[config.mk]
export PLATFORM = sky130hd
export DESIGN_NAME = seg_scan_ctrl
export DESIGN_NICKNAME = d
export VERILOG_FILES = /design/src/rtl/seg_scan_ctrl.sv
export SDC_FILE = /design/constraint.sdc
export NUM_CORES = 1
export LEC_CHECK = 0
export ABC_AREA = 0
export CORE_MARGIN = 4
export CORE_UTILIZATION = 55
export DETAILED_ROUTE_END_ITERATION = 12
export GPL_ROUTABILITY_DRIVEN = 0
export PLACE_DENSITY = 0.79
export SLEW_MARGIN = 20
export SYNTH_ARGS = -nofsm -noshare
export SYNTH_HDL_FRONTEND = slang
export SYNTH_SLANG_ARGS = --single-unit
[constraint.sdc]
create_clock -name clk -period 5.61 [get_ports clk]
set_input_delay 1.122 -clock clk [delete_from_list [all_inputs] [get_ports clk]]
set_output_delay 1.122 -clock clk [all_outputs]
set_load 0.005 [all_outputs]
[src/rtl/seg_scan_ctrl.sv]
// Time-multiplexed hex display scanner with frame-aligned pending-word commit.
// Optional leading-zero blanking is compiled in with `define LZ_BLANK_EN.
module seg_scan_ctrl #(
  parameter int NDIG  = 4,
  parameter int DIV   = 50000,
  parameter int GUARD = 2
) (
  input  logic              clk,
  input  logic              rst_n,
  input  logic              load_valid,
  output logic              load_ready,
  input  logic [4*NDIG-1:0] load_data,
  input  logic [NDIG-1:0]   blank_mask,
  output logic [3:0]        digit_code,
  output logic [NDIG-1:0]   an_n,
  output logic              frame_done
);

  localparam int MAXC = (DIV > GUARD) ? DIV : GUARD;
  localparam int CW   = $clog2(MAXC + 1);
  localparam int IW   = (NDIG > 1) ? $clog2(NDIG) : 1;

  localparam logic [0:0] ST_GUARD = 1'b0;
  localparam logic [0:0] ST_SHOW  = 1'b1;

  localparam logic [IW-1:0] LAST    = IW'(NDIG - 1);
  localparam logic [CW-1:0] G_LAST  = CW'(GUARD - 1);
  localparam logic [CW-1:0] D_LAST  = CW'(DIV - 1);

  logic [0:0]        state_q, state_d;
  logic [IW-1:0]     idx_q, idx_d;
  logic [CW-1:0]     cnt_q, cnt_d;
  logic [4*NDIG-1:0] disp_q, disp_d;
  logic [4*NDIG-1:0] pend_q, pend_d;
  logic              pv_q, pv_d;
  logic [NDIG-1:0]   an_q, an_d;
  logic              fd_q, fd_d;
  logic [NDIG-1:0]   lz;

  always_comb begin
    state_d = state_q;
    idx_d   = idx_q;
    cnt_d   = cnt_q;
    disp_d  = disp_q;
    pend_d  = pend_q;
    pv_d    = pv_q;
    unique case (state_q)
      ST_GUARD: begin
        if (cnt_q == G_LAST) begin
          state_d = ST_SHOW;
          cnt_d   = '0;
        end else begin
          cnt_d = cnt_q + 1'b1;
        end
      end
      default: begin
        if (cnt_q == D_LAST) begin
          state_d = ST_GUARD;
          cnt_d   = '0;
          if (idx_q == LAST) begin
            idx_d = '0;
            if (pv_q) begin
              disp_d = pend_q;
              pv_d   = 1'b0;
            end
          end else begin
            idx_d = idx_q + 1'b1;
          end
        end else begin
          cnt_d = cnt_q + 1'b1;
        end
      end
    endcase
    // ready is low while pending, so this never collides with the commit
    if (load_valid && !pv_q) begin
      pend_d = load_data;
      pv_d   = 1'b1;
    end
  end

`ifdef LZ_BLANK_EN
  logic nz;
  always_comb begin
    lz = '0;
    nz = 1'b0;
    for (int i = NDIG - 1; i >= 1; i--) begin
      nz    = nz | (disp_d[4*i +: 4] != 4'h0);
      lz[i] = ~nz;
    end
  end
`else
  always_comb begin
    lz = '0;
  end
`endif

  // outputs are registered from next state so they line up with state_q
  always_comb begin
    an_d = '1;
    if (state_d == ST_SHOW && !(blank_mask[idx_d] || lz[idx_d]))
      an_d[idx_d] = 1'b0;
    fd_d = (state_d == ST_SHOW) && (idx_d == LAST) && (cnt_d == D_LAST);
  end

  always_ff @(posedge clk or negedge rst_n) begin
    if (!rst_n) begin
      state_q <= ST_GUARD;
      idx_q   <= '0;
      cnt_q   <= '0;
      disp_q  <= '0;
      pend_q  <= '0;
      pv_q    <= 1'b0;
      an_q    <= '1;
      fd_q    <= 1'b0;
    end else begin
      state_q <= state_d;
      idx_q   <= idx_d;
      cnt_q   <= cnt_d;
      disp_q  <= disp_d;
      pend_q  <= pend_d;
      pv_q    <= pv_d;
      an_q    <= an_d;
      fd_q    <= fd_d;
    end
  end

  assign load_ready = ~pv_q;
  assign digit_code = disp_q[4*idx_q +: 4];
  assign an_n       = an_q;
  assign frame_done = fd_q;

endmodule

# [After elaboration in Yosys (flattened, before gate mapping)]
# Cells that the tools add are included.
[op_classes] addsub=2 multipliers=0 div=0 n_lt_le_gt_ge=2 n_eq_ne=5 shift=1 n_mux=20 bitwise=2 reduce_logical=13
[ops] op="$mux 16" n=3
[ops] op="$eq 16x16->1 const B" n=2
[ops] op="$add 16x1->16 const B" n=1
[ops] op="$eq 16x1->1 const B" n=1
[ops] op="$shiftx 16x5->4" n=1
[ops] op="$mux 1" n=10
[ops] op="$mux 2" n=3
[ops] op="$reduce_bool 2->1" n=3
[ops] op="$logic_and 1x1->1" n=5
[ops] op="$bmux 1 s2" n=2
[ops] op="$eq 2x2->1 const B" n=2
[ops] op="$mux 4" n=1
[ops] op="$not 4->4" n=1
[ops] op="$reduce_and 4->1" n=1
[ops] op="$lt 2x3->1 const B" n=1
[ops] op="$reduce_and 3->1" n=1
[ops] op="$add 2x1->2 const B" n=1
[ops] op="$demux 1 s2" n=1
[ops] op="$ge 2x1->1 const B" n=1
[ops] op="$logic_not 1->1" n=2
[ops] op="$logic_or 1x1->1" n=1
[ops] op="$not 1->1" n=1
[word_totals] register_bits=57 latchBits=0 ram_bits=0 mem_bits_ro=0 inputBits=23 out_inout_bits=10 word_cells=53 n_memories=0

# [Logic depth before layout (Yosys ltp)]
# Gate-level depths: netlist (run 1).
[logic_depth] depth_word=10 ltp_mapped=8 mapped_depth_nobuf=6

# [Worst setup path before layout (run 1)]
# No wires, ideal clock.
[synth_timing] path_type="register to output" startpoint="register idx_q[0]" endpoint="output digit_code[0]" t_arrival_ns=1.251 slack_ns=3.237 path_stages_with_launch=3 path_buffers=1 cell_sequence="dfrtp_1 > clkbuf_1 > mux4_2"
[synth_via] elab_chain_len=1
[synth_lines] item="from (decl)" line="31" rtl="logic [IW-1:0] idx_q, idx_d;"
[synth_lines] item="from (signal assigned)" line="117" rtl="idx_q <= idx_d;"
[synth_lines] item="$shiftx 16x5->4" line="128" rtl="assign digit_code = disp_q[4*idx_q +: 4];"
[synth_lines] item="to (decl)" line="14" rtl="output logic [3:0] digit_code,"
# No other way between the ends.

# [Worst setup path in the final report (run 1)]
[layout_timing] startpoint="register idx_q[0]" endpoint="output digit_code[3]"
# Same word-level chain as after synthesis.

==> results.json, run 1 <==
{
  "crit_arrival_ns": 2.04,
  "tns_ns": 0,
  "outcome": "finished, final reports clean",
  "die_w_um": 78.3,
  "critPathLaunch": "idx_q[0]",
  "fmaxAchievable_ghz": 0.316,
  "cts.sinks": 57,
  "critical_path_cell_count": 2,
  "synth-main-ff-cell": "dfrtp_1",
  "slew_violations": 0,
  "yosysTopAreaCell": "dfrtp_1",
  "setup_violations": 0,
  "syn_area_per_cell_um2": 12.3,
  "synth_top_cell_area_share": 0.488,
  "hold_viol": 0,
  "cp_slowest_cell": "dfrtp_1",
  "netlist_instances": 221,
  "drc": 0,
  "ctsResizeCount": 0,
  "postCtsHoldBufs": 0,
  "r2r_slack_ns": 2.90,
  "r2r_cells": 6,
  "clkTransAtPathRegs_ns": 0.06,
  "cts_root_buffer": "clkbuf_8",
  "finClkSkew_ns": 0.0129,
  "ys_seq_area_frac": 0.527,
  "ys_ff_latch": 57,
  "r2r-end": "disp_q[6]",
  "relSlewSlack": 0.532,
  "path_cells": "mux4_2 -> clkdlybuf4s50_1",
  "start_kind": "flop",
  "dieArea_um2": 6130,
  "cts_buffer_depth": 2,
  "area_growth_syn_to_layout_pct": 20.1,
  "overflow": 0,
  "antenna_cells": 0,
  "critPathMaxFanout": 11,
  "final_core_util": 0.687,
  "place_ws_ns": 2.80,
  "first_iter_violations": 97,
  "maxCapViolCount": 0,
  "regToRegStartpoint": "cnt_q[0]",
  "htreeDepth": 3,
  "track_usage": 0.190,
  "synth_edf_count": 0,
  "hold_depth": 1,
  "syn-num-nets": 247,
  "antenna_found_initial": 0,
  "synth_cell_types": 40,
  "post_dp_cell_area_um2": 3060,
  "routed_wl_um": 5190,
  "worstHoldPathType": "flop to flop",
  "dp_hpwl_um": 3470,
  "drtPass1Iterations": 4,
  "final_layout_size_suffix_gt1_frac": 0.238,
  "required_ns": 4.49,
  "cp-end-kind": "primary output",
  "core-area_um2": 4750,
  "fin_crit_ns": 3.16,
  "fin_area_um2": 3260,
  "cts_setup_buffers": 0,
  "vias": 1829,
  "layout.nets": 278,
  "synth.area.top_cells": "dfrtp_1 (49%), mux2_2 (9.5%), mux2_4 (5.0%)",
  "ant_nets": 0,
  "numPortBuffers": 32,
  "synth.yosys.warnings": 0,
  "start_util": 0.572,
  "period_share": 0.564,
  "via_per_inst": 5.66,
  "cts_tree": "yes",
  "wl_per_cell_um": 16.1,
  "ir_worst_vdd_mv": 0.174,
  "crit_buf_inv": 1,
  "cts_buffers": 9,
  "grt_max_degree": 58,
  "power.leakage_nw": 1.44,
  "worstMarginPinSlew_ns": 0.702,
  "io_pins": 33,
  "dieHeight_um": 78.3,
  "grt_pass1_vias": 1811,
  "rows": 25,
  "grt_pass1_wl_um": 8790,
  "power_density_nw_per_um2": 271,
  "netlist_area_um2": 2720,
  "setup.worst_path.class": "flop to primary output",
  "rsz0062_at_grt": "no",
  "synthArstFlopShare": 1.00,
  "critPathMaxStageDelay_ns": 0.65,
  "setup_ws_ns": 2.45,
  "endpoint": "digit_code[3]",
  "path_delay_family": "flip-flops",
  "insertion_delay_ns": 0.35
}
synth_stat cells (4+ instances only):
cell type  count
xnor2_1       10
nor2_1        20
nand2_1       11
nand3_1        9
xor2_1         6
nor3_1         6
dfrtp_1       53
nand4_1        7
mux4_2         4
clkbuf_1      10
mux2_4         9
mux2_2        23
dfstp_2        4
inv_1          7
nor4_1         6
layer usage:
layer | vias up | track usage | routed length [µm]
met4 | 0 | 0.124 | 129
met2 | 50 | 0.294 | 2480
met3 | 14 | 0.0436 | 284
met5 | - | 0 | 0
li1 | 845 | - | -
met1 | 920 | 0.240 | 2300
area by class of cell:
class	count	area, µm²
Clock buffer	9	124
Tap cell	67	83.8
Timing Repair Buffer	34	330
Fill cell	355	1490
Multi-Input combinational cell	143	1180
Inverter	7	26.3
Sequential cell	57	1430
Clock inverter	6	83.8
metrics by stage:
| stage | std cells | total power (W) | hold slack (ns) |
|---|---|---|---|
| 3_3_place_gp | 308 | 0.000480 | 0.481 |
| 2_1_floorplan | 221 | 0.000454 | 0.474 |
| 4_1_cts | 323 | 0.000893 | 0.504 |
| 3_5_place_dp | 308 | 0.000482 | 0.489 |
| 6_report | 323 | 0.000883 | 0.502 |
| 5_1_grt | 323 | 0.000916 | 0.527 |
worst register-to-register path, stage by stage (launching register included):
cell and delay [ns]:
dfrtp_1 0.45, ha_1 0.25, nand4_1 0.33, nor4_4 0.47
and2_1 0.38, nand3_4 0.32, mux2_4 0.40
where the power goes:
group | internal, W | leakage, nW | switching [W]
Sequential | 0.000427 | 0.718 | 0.00000719
Combinational | 0.0000256 | 0.614 | 0.0000140
Clock | 0.000245 | 0.109 | 0.000164
how the worst min path moves through the flow:
stage	from	endpoint	slack (ns)
after detailed placement	pend_q[15]	disp_q[15]	0.49
after global routing	pend_q[13]	disp_q[13]	0.53
after floorplan	disp_q[15]	disp_q[15]	0.47
after global placement	pend_q[15]	disp_q[15]	0.48
final	pend_q[15]	disp_q[15]	0.50
after CTS	pend_q[15]	disp_q[15]	0.50
cells by family (layout without fill, tap and decap cells):
kind of cell	count (synthesis)	in the layout	synth area share
XOR/XNOR	16	16	0.0516
AO/OA/AOI/OAI	13	13	0.0368
multiplexers	36	36	0.178
adder cells (fa/ha/maj)	3	3	0.0138
buffers and inverters	21	56	0.0373
flip-flops	57	57	0.527
AND/OR/NAND/NOR	75	75	0.156
flip-flops by register name (all words and copies together) (netlist names):
name / count
state_q: 1
pv_q: 1
an_n: 4
disp_q: 16
frame_done: 1
cnt_q: 16
idx_q: 2
pend_q: 16
cell usage in the layout (no fill, tap or decap), drive strengths merged, types with 9 or more instances in the layout:
| cell type | netlist | routed |
|---|---|---|
| nand3 | 10 | 10 |
| dfrtp | 53 | 53 |
| nand2 | 11 | 11 |
| xnor2 | 10 | 10 |
| nor2 | 20 | 20 |
| clkbuf | 10 | 9 |
| mux2 | 32 | 32 |
| clkdlybuf4s50 | 0 | 31 |
Power figures use the tool's default switching activity.
==> run 2, diff against run 1 <==
CORE_UTILIZATION = 50   (was 55)
PLACE_DENSITY = 0.76   (was 0.79)
clock period = 2.7 ns   (was 5.61 ns; I/O delays follow)
==> run 2 against run 1 <==
Compared with the run above:
- final cell count is 1.2% higher
- setup slack worse by 2.3 ns
- wire length is 3.6% lower
- critical endpoint is now digit_code[2]
==> results.json, run 2 (synthesized netlist as in run 1, its figures left out) <==
{
  "wl_per_cell_um": 15.3,
  "setup.worst_path.class": "flop to primary output",
  "relSlewSlack": 0.538,
  "antenna_found_initial": 0,
  "crit_arrival_ns": 2.05,
  "slew_violations": 0,
  "final_layout_size_suffix_gt1_frac": 0.237,
  "layout.nets": 280,
  "insertion_delay_ns": 0.34,
  "dp.cells": 313,
  "hold_viol": 0,
  "power.leakage_nw": 1.44,
  "grt_pass1_wl_um": 8330,
  "vias": 1776,
  "dieArea_um2": 6680,
  "die_w_um": 81.7,
  "tns_ns": 0,
  "period_share": 0.959,
  "routed_wl_um": 5000,
  "postCtsHoldBufs": 0,
  "cts_setup_buffers": 0,
  "post_dp_cell_area_um2": 3080,
  "drc": 0,
  "reg_top3": "cnt_q (16), disp_q (16), pend_q (16)",
  "clkTransAtPathRegs_ns": 0.06,
  "fmaxAchievable_ghz": 0.386,
  "cts_buffer_depth": 2,
  "setup_violations": 0,
  "ir_worst_vdd_mv": 0.300,
  "dieHeight_um": 81.7,
  "fin_crit_ns": 2.59,
  "rows": 26,
  "grt_pass1_vias": 1774,
  "numPortBuffers": 32,
  "layout_common_cells": "dfrtp_1 (53), clkdlybuf4s50_1 (31), mux2_2 (23)",
  "finalNonFillerCells": 327,
  "overflow": 0,
  "required_ns": 2.16,
  "via_per_inst": 5.43,
  "first_iter_violations": 104,
  "worstHoldPathType": "input pin to async pin",
  "ctsResizeCount": 0,
  "area_growth_syn_to_layout_pct": 20.4,
  "core-area_um2": 5170,
  "start_util": 0.525,
  "cts_tree": "yes",
  "htreeDepth": 3,
  "cts_buffers": 9,
  "cp-end-kind": "primary output",
  "drtPass1Iterations": 4,
  "track_usage": 0.170,
  "power_density_nw_per_um2": 552,
  "grt_max_degree": 58,
  "cts_root_buffer": "clkbuf_8",
  "fin_area_um2": 3270,
  "final_common_cell": "dfrtp_1",
  "dp_hpwl_um": 3450,
  "outcome": "finished, final reports clean",
  "critPathMaxFanout": 11,
  "final_core_util": 0.633,
  "cts.sinks": 57,
  "finClkSkew_ns": 0.00832,
  "antenna_cells": 0,
  "rsz0062_at_grt": "no",
  "worstMarginPinSlew_ns": 0.693,
  "maxCapViolCount": 0,
  "io_pins": 33,
  "ant_nets": 0,
  "start_kind": "flop"
}
## run 2: cell count changes in the layout (fill, tap and decap cells not counted)
| cell | change |
|---|---|
| clkinv_4 | -1 |
| buf_4 | +2 |
| clkinv_2 | -1 |
| clkbuf_1 | +1 |
## run 2: metal layers
layer | vias to the layer above | track usage | routed length (µm)
met5 | - | 0 | 0
met4 | 0 | 0.0897 | 121
met3 | 14 | 0.0428 | 288
met2 | 55 | 0.263 | 2370
met1 | 850 | 0.219 | 2220
li1 | 857 | - | -
## run 2: final timing paths
check,from,to,slack [ns],cells past startpoint
max,idx_q[0],digit_code[2],0.11,2
min,rst_n,pend_q[7],0.33,2
max reg2reg,cnt_q[0],disp_q[14],0.28,6
min reg2reg,pend_q[11],disp_q[11],0.50,1
max in group asynchronous,rst_n,disp_q[1],1.91,2
min in group clk,pend_q[11],disp_q[11],0.50,1
## run 2: power by group
group / total (W) / internal (W) / switching (W)
Clock: 0.000821 / 0.000506 / 0.000316
Combinational: 0.0000824 / 0.0000531 / 0.0000293
Sequential: 0.000903 / 0.000887 / 0.0000155
## run 2: final cells by class
class	count	area, µm²
clock inverter	4	70.1
inverter	7	26.3
fill	381	1900
timing repair buffer	36	345
sequential	57	1430
clock buffer	10	128
multi-input combinational	143	1180
tap	70	87.6
## run 2: per-stage QoR
stage                     hold slack (ns)  setup WS (ns)  total power (W)
after floorplan                     0.244          0.399         0.000943
after global placement              0.483          0.359         0.000999
after detailed placement            0.494          0.279          0.00100
after CTS                           0.349         0.0644          0.00183
after global routing                0.397         0.0440          0.00188
final                               0.327          0.111          0.00181
## run 2: worst max-delay path, stage by stage, from the launching register on
cell and delay, ns:
dfrtp_1 0.67, mux4_2 0.58, clkdlybuf4s50_1 0.46
==> RTL edit 1, RTL diff (settings of run 2) <==
Set the parameter `NDIG` to 2 (it was 4).
--- a/src/rtl/seg_scan_ctrl.sv
+++ b/src/rtl/seg_scan_ctrl.sv
@@ -3,3 +3,3 @@
 module seg_scan_ctrl #(
-  parameter int NDIG  = 4,
+  parameter int NDIG  = 2,
   parameter int DIV   = 50000,
Ports: changed (resized an_n, blank_mask and load_data); port bits go from 33 to 21. The function was not compared with the original's and may differ.
==> RTL edit 1 against run 2 <==
  * Core utilization shrank 1.2 points
  * Total power shrank 43%
  * Worst setup slack gained 270 ps
  * Wire length shrank 36%
  * Design area shrank 36%
  * Global-route usage shrank 0.88 points
  * Synthesized area shrank 35%
  * Sequential cell count shrank 19
  * Register-to-register slack gained 150 ps
  * Largest cell class unchanged
==> RTL edit 1: results (changes against run 2) <==
first-pass GRT wire length 5370 um (-36%); Crit-path slowest cell dfrtp_1; Top Registers cnt_q x16, disp_q x8, pend_q x8; Layout Nets 191 (-32%); library cells used by synthesis 34 (-15%); YS warnings 0 (unchanged); initial antenna violation count 0 (unchanged); synth cell count leaders dfrtp_1 (36), mux2_2 (20), nor2_1 (19); pin count of the biggest net entering global routing 39 (-33%); CP Max Fanout 9 (-2); Clock Pin Slew Worst Setup and Hold Paths 120 ps (+60 ps); Leakage 0.935 nW (-35%); cts bufs inserted 5 (-4); Total GRT Usage 0.161 (-0.00882); final wirelength 3190 um (-36%); cts repair resizes 0 (unchanged); Area contributors post-synth dfrtp_1 (51%), mux2_2 (13%), xnor2_1 (4.9%); async set-reset flop share out of synthesis 1.00 (unchanged); Syn Nets 167 (-32%); H-Tree Depth 2 (-1); Root Driver clkbuf_4; delay-heaviest family, CP flip-flops; layout cells sized above 1 0.203 (-0.0340); Worst-Skew Late Latency 350 ps; Layout fillers 269 (-29%); setup bufs post-CTS 0 (unchanged); vias post-DR 1221 (-31%); sequential element share of the synthesized area 0.537 (+0.00992); post-DP HPWL 2340 um (-32%); Yosys top cell area share 0.507 (+0.0190); CTS max path bufs 2 (unchanged); Ant. Diodes 0 (unchanged); outcome complete, no violations; slowest stage delay, CP 600 ps (-70 ps); Worst Path Arrival 1780 ps (-270 ps); fin. max-slew vios 0 (unchanged); dpl ws 441 ps (+162 ps); Placed Area 2020 um2 (-34%); drt pass-1 iters 4 (unchanged); vias in the first global route 1224 (-31%); Synth Flop Type dfrtp_1; Fin Clk Skew 14.5 ps (+6.22 ps); worst hold path type flip-flop to flip-flop; number of port buffers 20 (-38%); Max VDD drop 303 uV (+1.1%); worst-margin pin slew 460 ps (-233 ps); Initial DRC Count 59 (-43%)
## RTL edit 1: cell count changes in the layout (fill, tap and decap cells not counted), sizes merged, moves of 5 or more
cell,change
clkbuf,-5
clkdlybuf4s50,-11
dfrtp,-17
mux2,-12
nand2,-5
nor3,-5
## RTL edit 1: per-stage QoR
| stage | utilization | hold slack [ps] | cells |
|---|---|---|---|
| after floorplan | - | 244 | 152 |
| after global routing | 0.621 | 542 | 223 |
| final | 0.621 | 515 | 223 |
| after CTS | 0.621 | 519 | 223 |
| after global placement | 0.597 | 483 | 215 |
| after detailed placement | 0.597 | 492 | 215 |
## RTL edit 1: cells by family (layout without fill, tap and decap cells)
group	Yosys count	in the layout	synth area share
compound gates	7	7	0.0268
flops	38	38	0.537
simple gates	60	60	0.189
xor+xnor	15	15	0.0739
buf+inv	8	33	0.0211
fa+ha+maj	2	2	0.0141
mux	22	22	0.138
## RTL edit 1: cell type report
| cell class | instances | share of cell area |
|---|---|---|
| clock buffer | 5 | 0.0178 |
| sequential | 38 | 0.453 |
| tap | 46 | 0.0273 |
| timing repair buffer | 22 | 0.102 |
| clock inverter | 3 | 0.0214 |
| inverter | 3 | 0.00535 |
| multi-input combinational | 106 | 0.373 |
## RTL edit 1: final timing paths
| check | cells past startpoint | start | slack (ps) | endpoint |
|---|---|---|---|---|
| min in group asynchronous | 2 | rst_n | 580 | cnt_q[11] |
| max in group asynchronous | 2 | rst_n | 1770 | an_n[1] |
| worst min register to register | 1 | disp_q[0] | 510 | disp_q[0] |
| worst min-delay path | 1 | disp_q[0] | 510 | disp_q[0] |
| worst max register to register | 6 | cnt_q[0] | 430 | disp_q[6] |
| worst max-delay path | 2 | idx_q | 380 | digit_code[0] |
## RTL edit 1: per-layer routing
| metal | routed length, um | vias up | share of wire | track usage |
|---|---|---|---|---|
| met2 | 1520 | 21 | 0.47 | 0.250 |
| met4 | 68 | 0 | 0.021 | 0.0937 |
| li1 | - | 591 | - | - |
| met3 | 120 | 8 | 0.038 | 0.0416 |
| met5 | 0 | - | 0 | 0 |
| met1 | 1490 | 601 | 0.47 | 0.201 |
## RTL edit 1: power by group
group / switching (mW) / internal [mW]
Combinational: 0.0169 / 0.0291
Sequential: 0.00818 / 0.586
Clock: 0.194 / 0.194
Total: 0.219 / 0.809
==> RTL edit 2, RTL diff (settings of run 2) <==
Without the edit above. Reset style: synchronous (`rst_n`), changed in one clocked block.
--- a/src/rtl/seg_scan_ctrl.sv
+++ b/src/rtl/seg_scan_ctrl.sv
@@ -104,3 +104,3 @@
 
-  always_ff @(posedge clk or negedge rst_n) begin
+  always_ff @(posedge clk) begin
     if (!rst_n) begin
Check against the original RTL: differs if rst_n is asserted again (counterexample within 4 cycles, from zero or initial values and one cycle with rst_n low); with rst_n held inactive, the same outputs for 10 cycles.
==> RTL edit 2 against run 2 <==
  * Design area is 3.5% lower
  * Worst setup slack gained 35 ps
  * Clock power increased by 8.2%
  * Sequential cell count unchanged
  * Wire length increased by 1.6%
  * Global-route usage rose by 1.5 points
  * Cell count rose by 15%
  * Via count rose by 12%
  * Synthesized area decreased by 5.2%
  * Sequential power decreased by 2%
  * Total power rose by 6.0%
  * Fmax rose by 1.4%
  * Non-clock buffer count increased by 1
  * Count of clock-buffer cells in the layout up 4
==> RTL edit 2: results (changes against run 2) <==
cts bufs inserted 9 (unchanged); Fin Clk Skew 9.56 ps (+1.24 ps); Syn Inst Count 272 (+23%); Int Power 1.51 mW (+4.6%); library cells used by synthesis 45 (+13%); cts repair resizes 0 (unchanged); Placed Area 2940 um2 (-4.5%); FF-to-FF setup slack 460 ps (+180 ps); Layout Nets 330 (+18%); Worst Path Arrival 2010 ps (-40 ps); routed len/inst 13.5 um (-12%); pin count of the biggest net entering global routing 34 (-41%); Total GRT Usage 0.185 (+0.0153); Slew headroom 0.611 (+0.0729); Hold WS 461 ps (+134 ps); post-DP HPWL 3590 um (+4.3%); H-Tree Depth 3 (unchanged); fin. max-slew vios 0 (unchanged); FMAX 391 MHz (+1.4%); Syn Nets 298 (+21%); Leakage 1.20 nW (-17%); final wirelength 5080 um (+1.6%); Reg power frac 0.464 (-0.036); crit path launch idx_q[0]; Overall Power 1.91 mW (+6.0%); sequential element share of the synthesized area 0.443 (-0.0836); Crit-path slowest cell dfxtp_1; post-route ant nets 0 (unchanged); power in combinational cells 138 uW (+67%); synth cell count leaders dfxtp_1 (57), nand2_1 (40), nor2_1 (19), nor2b_1 (19), mux2i_1 (17); async set-reset flop share out of synthesis 0 (-1.00); Crit Reg-Reg Endpoint an_n[2]; outcome complete, no violations; YS warnings 0 (unchanged); worst hold path type flip-flop to flip-flop; number of port buffers 32 (unchanged); Area contributors post-synth dfxtp_1 (44%), mux2i_1 (6.6%), nand2_1 (5.8%); CP Max Fanout 11 (unchanged); R2R depth 5 (-1); dpl ws 477 ps (+199 ps); slowest stage delay, CP 640 ps (-30 ps); first-pass GRT wire length 8890 um (+6.8%); Critical R2R Launch cnt_q[10]; Initial DRC Count 135 (+30%); layout cells sized above 1 0.104 (-0.134); Max VDD drop 353 uV (+18%); Placed Cells 360 (+15%); vias per std cell 5.27 (-3.0%); vias in the first global route 1961 (+11%)
RTL edit 2: cell families (layout without fill, tap and decap cells):
family	count (synthesis)	in the layout	synth area share
and+or+nand+nor	123	123	0.257
DFF	57	57	0.443
buffers and inverters	22	59	0.0398
muxes	22	22	0.105
adders and majority gates	3	3	0.0146
xor gates and xnor gates	14	14	0.0476
AOI/OAI and AO/OA	31	31	0.0923
RTL edit 2: layer usage:
layer	track usage	vias up	part of all wire	wire length (um)
met1	0.224	916	0.46	2360
li1	-	1014	-	-
met4	0.0929	0	0.018	90
met3	0.0564	6	0.048	244
met5	0	-	0	0
met2	0.296	45	0.47	2390
RTL edit 2: cell type report:
cell class,count,area (um2)
inverter,6,22.5
fill,404,1690
sequential,57,1140
multi-input combinational,193,1330
tap,67,83.8
timing repair buffer,37,358
clock buffer,14,163
clock inverter,2,60.1
RTL edit 2: critical path: cells and delay by family, from the launching register on:
kind                   cells  cell delay, ps
buffers and inverters      1             460
flip-flops                 1             640
multiplexers               1             580
